## config.mk

```make
export PLATFORM = sky130hd
export DESIGN_NAME = uart_transmitter
export DESIGN_NICKNAME = d
export VERILOG_FILES = /design/src/rtl/uart_transmitter.sv
export SDC_FILE = /design/constraint.sdc
export NUM_CORES = 1
export LEC_CHECK = 0
export ABC_AREA = 0
export CORE_MARGIN = 2
export CORE_UTILIZATION = 44
export DETAILED_ROUTE_END_ITERATION = 7
export DONT_BUFFER_PORTS = 1
export PLACE_DENSITY = 0.62
export SLEW_MARGIN = 20
export SYNTH_ARGS = -nofsm -noshare
export SYNTH_HDL_FRONTEND = slang
export SYNTH_SLANG_ARGS = --single-unit
```

## constraint.sdc

```tcl
create_clock -name clk -period 3.54 [get_ports clk]
set_input_delay 0.531 -clock clk [delete_from_list [all_inputs] [get_ports clk]]
set_output_delay 0.531 -clock clk [all_outputs]
set_load 0.05 [all_outputs]
```

## src/rtl/uart_transmitter.sv

```systemverilog
// UART transmit engine: start bit, DATA_BITS data bits LSB-first, optional parity, STOP_BITS stop bits.
// Every output is a flop, and each flop loads the value that goes with the next state.
//
//   state  | meaning
//   IDLE   | line high, ready for a byte
//   START  | start bit, line low
//   DATA   | data bits from shift register bit 0
//   PARITY | parity bit (PARITY_EN=1 only)
//   STOP   | STOP_BITS stop bits, line high
`timescale 1ns/1ps
module uart_transmitter #(
  parameter int unsigned CLKS_PER_BIT = 16,
  parameter int unsigned DATA_BITS    = 8,
  parameter int unsigned PARITY_EN    = 0,
  parameter int unsigned PARITY_ODD   = 0,
  parameter int unsigned STOP_BITS    = 1
) (
  input  logic                 clk,
  input  logic                 reset,
  input  logic [DATA_BITS-1:0] tx_data,
  input  logic                 tx_valid,
  output logic                 tx_ready,
  output logic                 tx_serial,
  output logic                 tx_busy,
  output logic                 tx_done
);

  localparam int unsigned CNT_W = $clog2(CLKS_PER_BIT);
  localparam int unsigned BIT_W = 3;
  localparam logic [CNT_W-1:0] CNT_LAST  = CNT_W'(CLKS_PER_BIT - 1);
  localparam logic [BIT_W-1:0] DATA_LAST = BIT_W'(DATA_BITS - 1);
  localparam logic [BIT_W-1:0] STOP_LAST = BIT_W'(STOP_BITS - 1);
  localparam logic             PAR_INIT  = (PARITY_ODD != 0);

  typedef enum logic [2:0] {
    S_IDLE,
    S_START,
    S_DATA,
    S_PARITY,
    S_STOP
  } state_t;

  state_t               state_q, state_d;
  logic [CNT_W-1:0]     cnt_q, cnt_d;
  logic [BIT_W-1:0]     bit_q, bit_d;
  logic [DATA_BITS-1:0] shift_q, shift_d;
  logic                 par_q, par_d;
  logic                 serial_q, serial_d;
  logic                 ready_q, ready_d;
  logic                 busy_q, busy_d;
  logic                 done_q, done_d;
  logic                 bit_end;

  always_ff @(posedge clk or posedge reset) begin
    if (reset) begin
      state_q  <= S_IDLE;
      cnt_q    <= '0;
      bit_q    <= '0;
      shift_q  <= '0;
      par_q    <= 1'b0;
      serial_q <= 1'b1;
      ready_q  <= 1'b1;
      busy_q   <= 1'b0;
      done_q   <= 1'b0;
    end else begin
      state_q  <= state_d;
      cnt_q    <= cnt_d;
      bit_q    <= bit_d;
      shift_q  <= shift_d;
      par_q    <= par_d;
      serial_q <= serial_d;
      ready_q  <= ready_d;
      busy_q   <= busy_d;
      done_q   <= done_d;
    end
  end

  always_comb begin
    state_d = state_q;
    cnt_d   = cnt_q;
    bit_d   = bit_q;
    shift_d = shift_q;
    par_d   = par_q;
    done_d  = 1'b0;
    bit_end = (cnt_q == CNT_LAST);

    if (state_q != S_IDLE) begin
      cnt_d = bit_end ? '0 : cnt_q + 1'b1;
    end

    case (state_q)
      S_IDLE: begin
        if (tx_valid) begin
          state_d = S_START;
          cnt_d   = '0;
          bit_d   = '0;
          shift_d = tx_data;
          par_d   = PAR_INIT;
        end
      end
      S_START: begin
        if (bit_end) state_d = S_DATA;
      end
      S_DATA: begin
        // Parity accumulates from the bits actually shifted out of the latched byte.
        if (bit_end) begin
          shift_d = shift_q >> 1;
          par_d   = par_q ^ shift_q[0];
          if (bit_q == DATA_LAST) begin
            bit_d   = '0;
            state_d = (PARITY_EN != 0) ? S_PARITY : S_STOP;
          end else begin
            bit_d = bit_q + 1'b1;
          end
        end
      end
      S_PARITY: begin
        if (bit_end) state_d = S_STOP;
      end
      S_STOP: begin
        if (bit_end) begin
          if (bit_q == STOP_LAST) begin
            bit_d   = '0;
            state_d = S_IDLE;
            done_d  = 1'b1;
          end else begin
            bit_d = bit_q + 1'b1;
          end
        end
      end
      default: state_d = S_IDLE;
    endcase

    case (state_d)
      S_START:  serial_d = 1'b0;
      S_DATA:   serial_d = shift_d[0];
      S_PARITY: serial_d = par_d;
      default:  serial_d = 1'b1;
    endcase
    ready_d = (state_d == S_IDLE);
    busy_d  = (state_d != S_IDLE);
  end

  assign tx_ready  = ready_q;
  assign tx_serial = serial_q;
  assign tx_busy   = busy_q;
  assign tx_done   = done_q;

endmodule

```

==> results.cfg <==
[clock_network]
cts_tree = done
insertion_delay_ps = 310
cts_resized = 0
cts_buffers = 3
cts_root_buf = clkbuf_4
path_clk_slew_ps = 130
post_cts_buffers = 0
ctsLongestPathBuffers = 2
hold_buffers = 0
cts_max_level = 1
cts.sinks = 23

[routing]
drc = 0
detail-route-antenna-nets = 0
vias = 856
via_per_inst = 5.74
routed_wl_mm = 2.28
firstDrtPassIters = 4
wl_per_cell_um = 15.3
drtIter0Drc = 29

[sta]
slew_violations = 0
worstMarginPinSlew_ps = 861
setup_viol = 0
timing.hold.ws_ps = 258
min_period_ps = 2120
rsz0062_at_grt = no
finalSetupTns_ps = 0
slew_headroom = 0.425
fmax_ghz = 0.471
hold_viol_final = 0
fin_skew_ps = 13.1
min_period_over_period = 0.599

[floorplan]
initial_core_util = 0.473
ioPinCount = 15
die_x_um = 56.1
dieArea_um2 = 3140
num_rows = 18
fp.dieH_um = 56.1
core_area_um2 = 2520

[worst_setup_path]
r2r_slack_ps = 1420
critPathArrivalTime_ps = 2360
crit_chain = nor4b_4, a31oi_4, a221o_1, a2111o_1
cp_data_required_time_ps = 3780
cp-start-kind = flip-flop
crit_path_end_kind = flip-flop
max_stage_delay_ps = 670
crit_fanout = 14
worstSetupPathType = flip-flop to flip-flop
crit_slowest_cell = nor4b_4

[place]
gp_congestion = 0.816
port_buffers = 0
dp_hpwl_mm = 1.62
dp.cells = 145

[synth]
avgSynthCellArea_um2 = 9.94
synth-seq-area-share = 0.485
synth_edf_count = 0
ys_ff_latch = 23
synthesis.nets = 135
yosys_warnings = 0
ys_async_sr_fraction = 1.00
netlist-cell-type-count = 37
syn_inst = 120
synthesis.area_um2 = 1190
yosys_most_used_dff = dfrtp_1

[power_and_ir_drop]
powerDensity_nw_per_um2 = 737
peakVddDrop_mv = 0.486
p_leak_nw = 0.554

[layout]
layout.nets = 135
diodes = 0
syn2layout_area_growth_pct = 2.62
fin_cells = 149
num-fill-cells = 228
drive_above_1_share = 0.101

[global_routing]
grt_overflow = 0
grt_max_degree = 24
grt_pass1_vias = 818
antenna_found_initial = 0
grt_usage = 0.148
grt_pass1_wl_mm = 3.66

[worst_hold_path]
min_path_type = input pin to async pin

[flow_run]
cap_violations = 0

[run_status]
outcome = complete, no violations
cells by family after synthesis:
group / share of synthesized area
compound gates: 0.183
fa+ha+maj: 0.0420
buf+inv: 0.0409
flops: 0.485
mux: 0.0273
simple gates: 0.222
cells in the mapped netlist, drive strengths merged (2+ instances only):
master  instances  share of area
a211oi          2          0.013
a21boi          2          0.013
a21o            2          0.013
a21oi           3          0.013
a22oi           6          0.038
and3            2          0.015
buf             2          0.019
clkbuf          3         0.0094
dfrtp          21           0.44
dfstp           2          0.044
ha              4          0.042
inv             4          0.013
mux2            2          0.019
nand2          25          0.079
nand2b          3          0.016
nand3           3          0.013
nor2            4          0.013
nor2b           3          0.016
nor3            2         0.0084
o21ai           8          0.034
or2             2          0.010
placed cells by master, fill, tap and decap left out, drive strengths merged, types with 2 or more instances in the layout:
master | Yosys | routed
nand2 | 25 | 25
dfrtp | 21 | 21
o21ai | 8 | 8
a22oi | 6 | 6
inv | 4 | 4
nor2 | 4 | 4
ha | 4 | 4
nand2b | 3 | 3
nor2b | 3 | 3
a21oi | 3 | 3
nand3 | 3 | 3
clkbuf | 3 | 3
or2 | 2 | 2
a211oi | 2 | 2
mux2 | 2 | 2
a21o | 2 | 2
nor3 | 2 | 2
a21boi | 2 | 2
dfstp | 2 | 2
and3 | 2 | 2
registers in the layout, summed over array words and instances, names as in the netlist:
| register | flops |
|---|---|
| bit_q | 3 |
| par_q | 1 |
| tx_serial | 1 |
| cnt_q | 4 |
| shift_q | 8 |
| tx_busy | 1 |
| tx_ready | 1 |
| tx_done | 1 |
| state_q | 3 |
per-layer routing:
layer / part of all wire / track usage
met5: 0 / 0
met2: 0.47 / 0.242
met1: 0.46 / 0.183
met4: 0.013 / 0.0476
met3: 0.051 / 0.0512
critical path, delay by kind of cell, from the launching register on:
kind               cells  cell delay (ps)
AOI/OAI and AO/OA      3              830
DFF                    1              550
and+or+nand+nor        1              670
metrics by stage:
stage          setup WS, ps  area (um^2)  total power (W)  utilization
4_1_cts                1430         1220         0.000910        0.485
6_report               1420         1220         0.000902        0.485
5_1_grt                1330         1220         0.000979        0.485
3_3_place_gp           1530         1200         0.000773        0.474
3_5_place_dp           1440         1200         0.000784        0.474
2_1_floorplan          1520         1190         0.000720            -
layout make-up:
class | count | area (um^2) | area share
clock buffer | 3 | 22.5 | 0.0184
multi-input combinational | 88 | 566 | 0.462
tap | 30 | 37.5 | 0.0307
sequential | 23 | 578 | 0.472
inverter | 4 | 15.0 | 0.0123
clock inverter | 1 | 5.00 | 0.00409
path summary, 6_finish.rpt:
check                        endpoint       start  depth (start not counted)
max                         tx_serial  state_q[1]                          4
min                          cnt_q[2]       reset                          1
max reg2reg                 tx_serial  state_q[1]                          4
min reg2reg                shift_q[6]  shift_q[7]                          2
max in group asynchronous  shift_q[7]       reset                          1
min in group clk           shift_q[5]  tx_data[5]                          2
power breakdown:
group | internal [W] | switching [W] | total (W)
clock | 0.0000422 | 0.0000785 | 0.000121
combinational | 0.000131 | 0.000144 | 0.000275
sequential | 0.000366 | 0.000140 | 0.000506
(Power assumes the default switching activity.)
==> RTL change, RTL diff (config.mk and constraints unchanged) <==
Reset style: synchronous (`reset`), changed in one clocked block.
--- a/src/rtl/uart_transmitter.sv
+++ b/src/rtl/uart_transmitter.sv
@@ -51,7 +51,7 @@
   logic                 done_q, done_d;
   logic                 bit_end;
 
-  always_ff @(posedge clk or posedge reset) begin
+  always_ff @(posedge clk) begin
     if (reset) begin
       state_q  <= S_IDLE;
       cnt_q    <= '0;
Behaviour: differs if reset is asserted again (counterexample within 4 cycles, from zero or initial values and one cycle with reset high); with reset held inactive, the same outputs for 10 cycles.
==> RTL change against the unedited design <==
Sequential cell count unchanged; core utilization decreased by 1.9 points; worst setup slack improved by 240 ps; synthesized area shrank 7.2%; global-route usage grew 1.8 points; worst hold slack better by 6.6 ps; wire length down 5.7%; critical path depth rose by 1; critical path type unchanged; final area shrank 7.3%; count of clock-buffer cells in the layout unchanged; cell count rose by 3.4%.
Power is not compared: it rests on default switching activity, and its combinational part moved more than twofold at a synthesized area within 25%.
==> RTL change: results (changes against the unedited design) <==
=================================================================================================
Outcome ............................................................................    completed
Largest registers .................................................................. shift_q x8, cnt_q x4
Global Route Usage Sum .............................................................        0.166   +0.0182
Total met3 wirelength after detailed routing .......................................        88 um   -24%
Count of input and output buffers ..................................................            0   unchanged
Clock root buffer .................................................................. sky130_fd_sc_hd__clkbuf_4
Worst slew margin relative to its limit ............................................        0.605   +0.179
Non-filler instance count after layout .............................................          154   +3.4%
Classification of the worst-slack hold path ........................................    in -> reg
Detail Route met2 WL ...............................................................      1.01 mm   -6.1%
Count of filler cells inserted in the layout .......................................          244   +7.0%
Synthesized instance count .........................................................          126   +5.0%
Syn. warnings ......................................................................            0   unchanged
Clock transition at path regs ......................................................       140 ps
Total length of routed wires .......................................................      2.15 mm   -5.7%
Via count of the first global-routing pass .........................................          792   -3.2%
Worst-path cell with the longest stage delay ....................................... sky130_fd_sc_hd__or4_1
Worst Skew .........................................................................      6.18 ps   -6.90 ps
Final net count ....................................................................          140   +3.7%
Total iterations of the first detailed-routing run .................................            4   unchanged
Antenna Cells ......................................................................            0   unchanged
Maximum fanout encountered on the critical timing path .............................            9   -5
Maximum clock path buffer count ....................................................            2   unchanged
Number of buffers created by CTS ...................................................            3   unchanged
Placed instance count ..............................................................          150   +3.4%
Topmost layer with routed signal wires .............................................         met4
Sum of routed wire segments on met1 ................................................      1.04 mm   -1.8%
Worst slack after detailed placement ...............................................      1710 ps   +264 ps
Delay contributed by the slowest stage of the critical path ........................       500 ps   -170 ps
Via count of the routed design .....................................................          917   +7.1%
Post-synth ARST share ..............................................................            0   -1.00
DRC Markers ........................................................................            0   unchanged
Violation count after the first detailed-routing iteration .........................           18   -38%
Final estimated routing congestion in global placement .............................        0.781   -4.4%
Dominant cells by area after synthesis ............................................. sky130_fd_sc_hd__dfxtp_1, sky130_fd_sc_hd__a21oi_1, sky130_fd_sc_hd__a22oi_1, sky130_fd_sc_hd__ha_1, sky130_fd_sc_hd__nand2_1
Synth top cells by count ........................................................... sky130_fd_sc_hd__dfxtp_1, sky130_fd_sc_hd__a21oi_1, sky130_fd_sc_hd__nand2_1
Maximum number of pins on one net before global-route repair .......................           22   -8.3%
Leakage component of the power .....................................................     0.399 nW
Max rail drop VDD ..................................................................     0.190 mV
Share of layout cells above drive strength 1 .......................................       0.0726   -0.0283
Number of distinct library cell variants in the gate-level netlist after synthesis .           35   -5.4%
Post-CTS sizing ....................................................................            0   unchanged
Worst-skew pair later-pin latency ..................................................       310 ps   about the same
Buffers inserted during post-CTS setup optimization ................................            0   unchanged
Final HPWL from detailed placement .................................................      1.51 mm   -6.9%
Antenna violations before repair ...................................................            0   unchanged
Share of synthesized area occupied by flip-flops and latches .......................        0.416   -0.0685
Depth of the CTS H-tree ............................................................            1   unchanged
First-pass GRT wire length .........................................................      3.54 mm   -3.2%
=================================================================================================
## RTL change: changes by cell type in the layout (fill, tap and decap cells not counted), sizes merged, moves of 3 or more
cell	change
dfrtp	-21
or3b	+3
a21oi	+16
a22oi	+3
nand2	-14
dfxtp	+23
## RTL change: cell families after synthesis
| group | synth area share |
|---|---|
| flops | 0.416 |
| xor+xnor | 0.00792 |
| simple gates | 0.242 |
| fa+ha+maj | 0.0453 |
| buf+inv | 0.0532 |
| compound gates | 0.235 |
## RTL change: cell type report
type                       count  area, um^2  area share
clock buffer                   3        22.5      0.0198
clock inverter                 1        5.00     0.00441
inverter                       4        15.0      0.0132
multi-input combinational     92         587       0.517
sequential                    23         460       0.406
tap                           30        37.5      0.0331
timing repair buffer           1        7.51     0.00662
## RTL change: worst max-delay path: cells and delay by family (launching register included)
family                     cells  cell delay [ps]
adders and majority gates      1              250
and+or+nand+nor                2              860
AOI/OAI and AO/OA              2              320
DFF                            1              400
## RTL change: path summary, 6_finish.rpt
kind / to / cells past startpoint / slack (ps) / from
hold reg to reg: shift_q[3] / 2 / 460 / shift_q[3]
hold / removal: par_q / 1 / 260 / reset
setup reg to reg: bit_q[0] / 5 / 1660 / cnt_q[0]
setup / recovery: bit_q[0] / 5 / 1660 / cnt_q[0]
## RTL change: where the power goes
group	internal, mW	total (mW)	switching, mW
registers	0.270	0.290	0.0197
clock network	0.0422	0.125	0.0827
logic	0.0162	0.0337	0.0176
## RTL change: metal layers
metal  track usage  up-vias
met4        0.0625        0
met1         0.225      437
met5             0        -
met3        0.0389        2
li1              -      461
met2         0.255       17
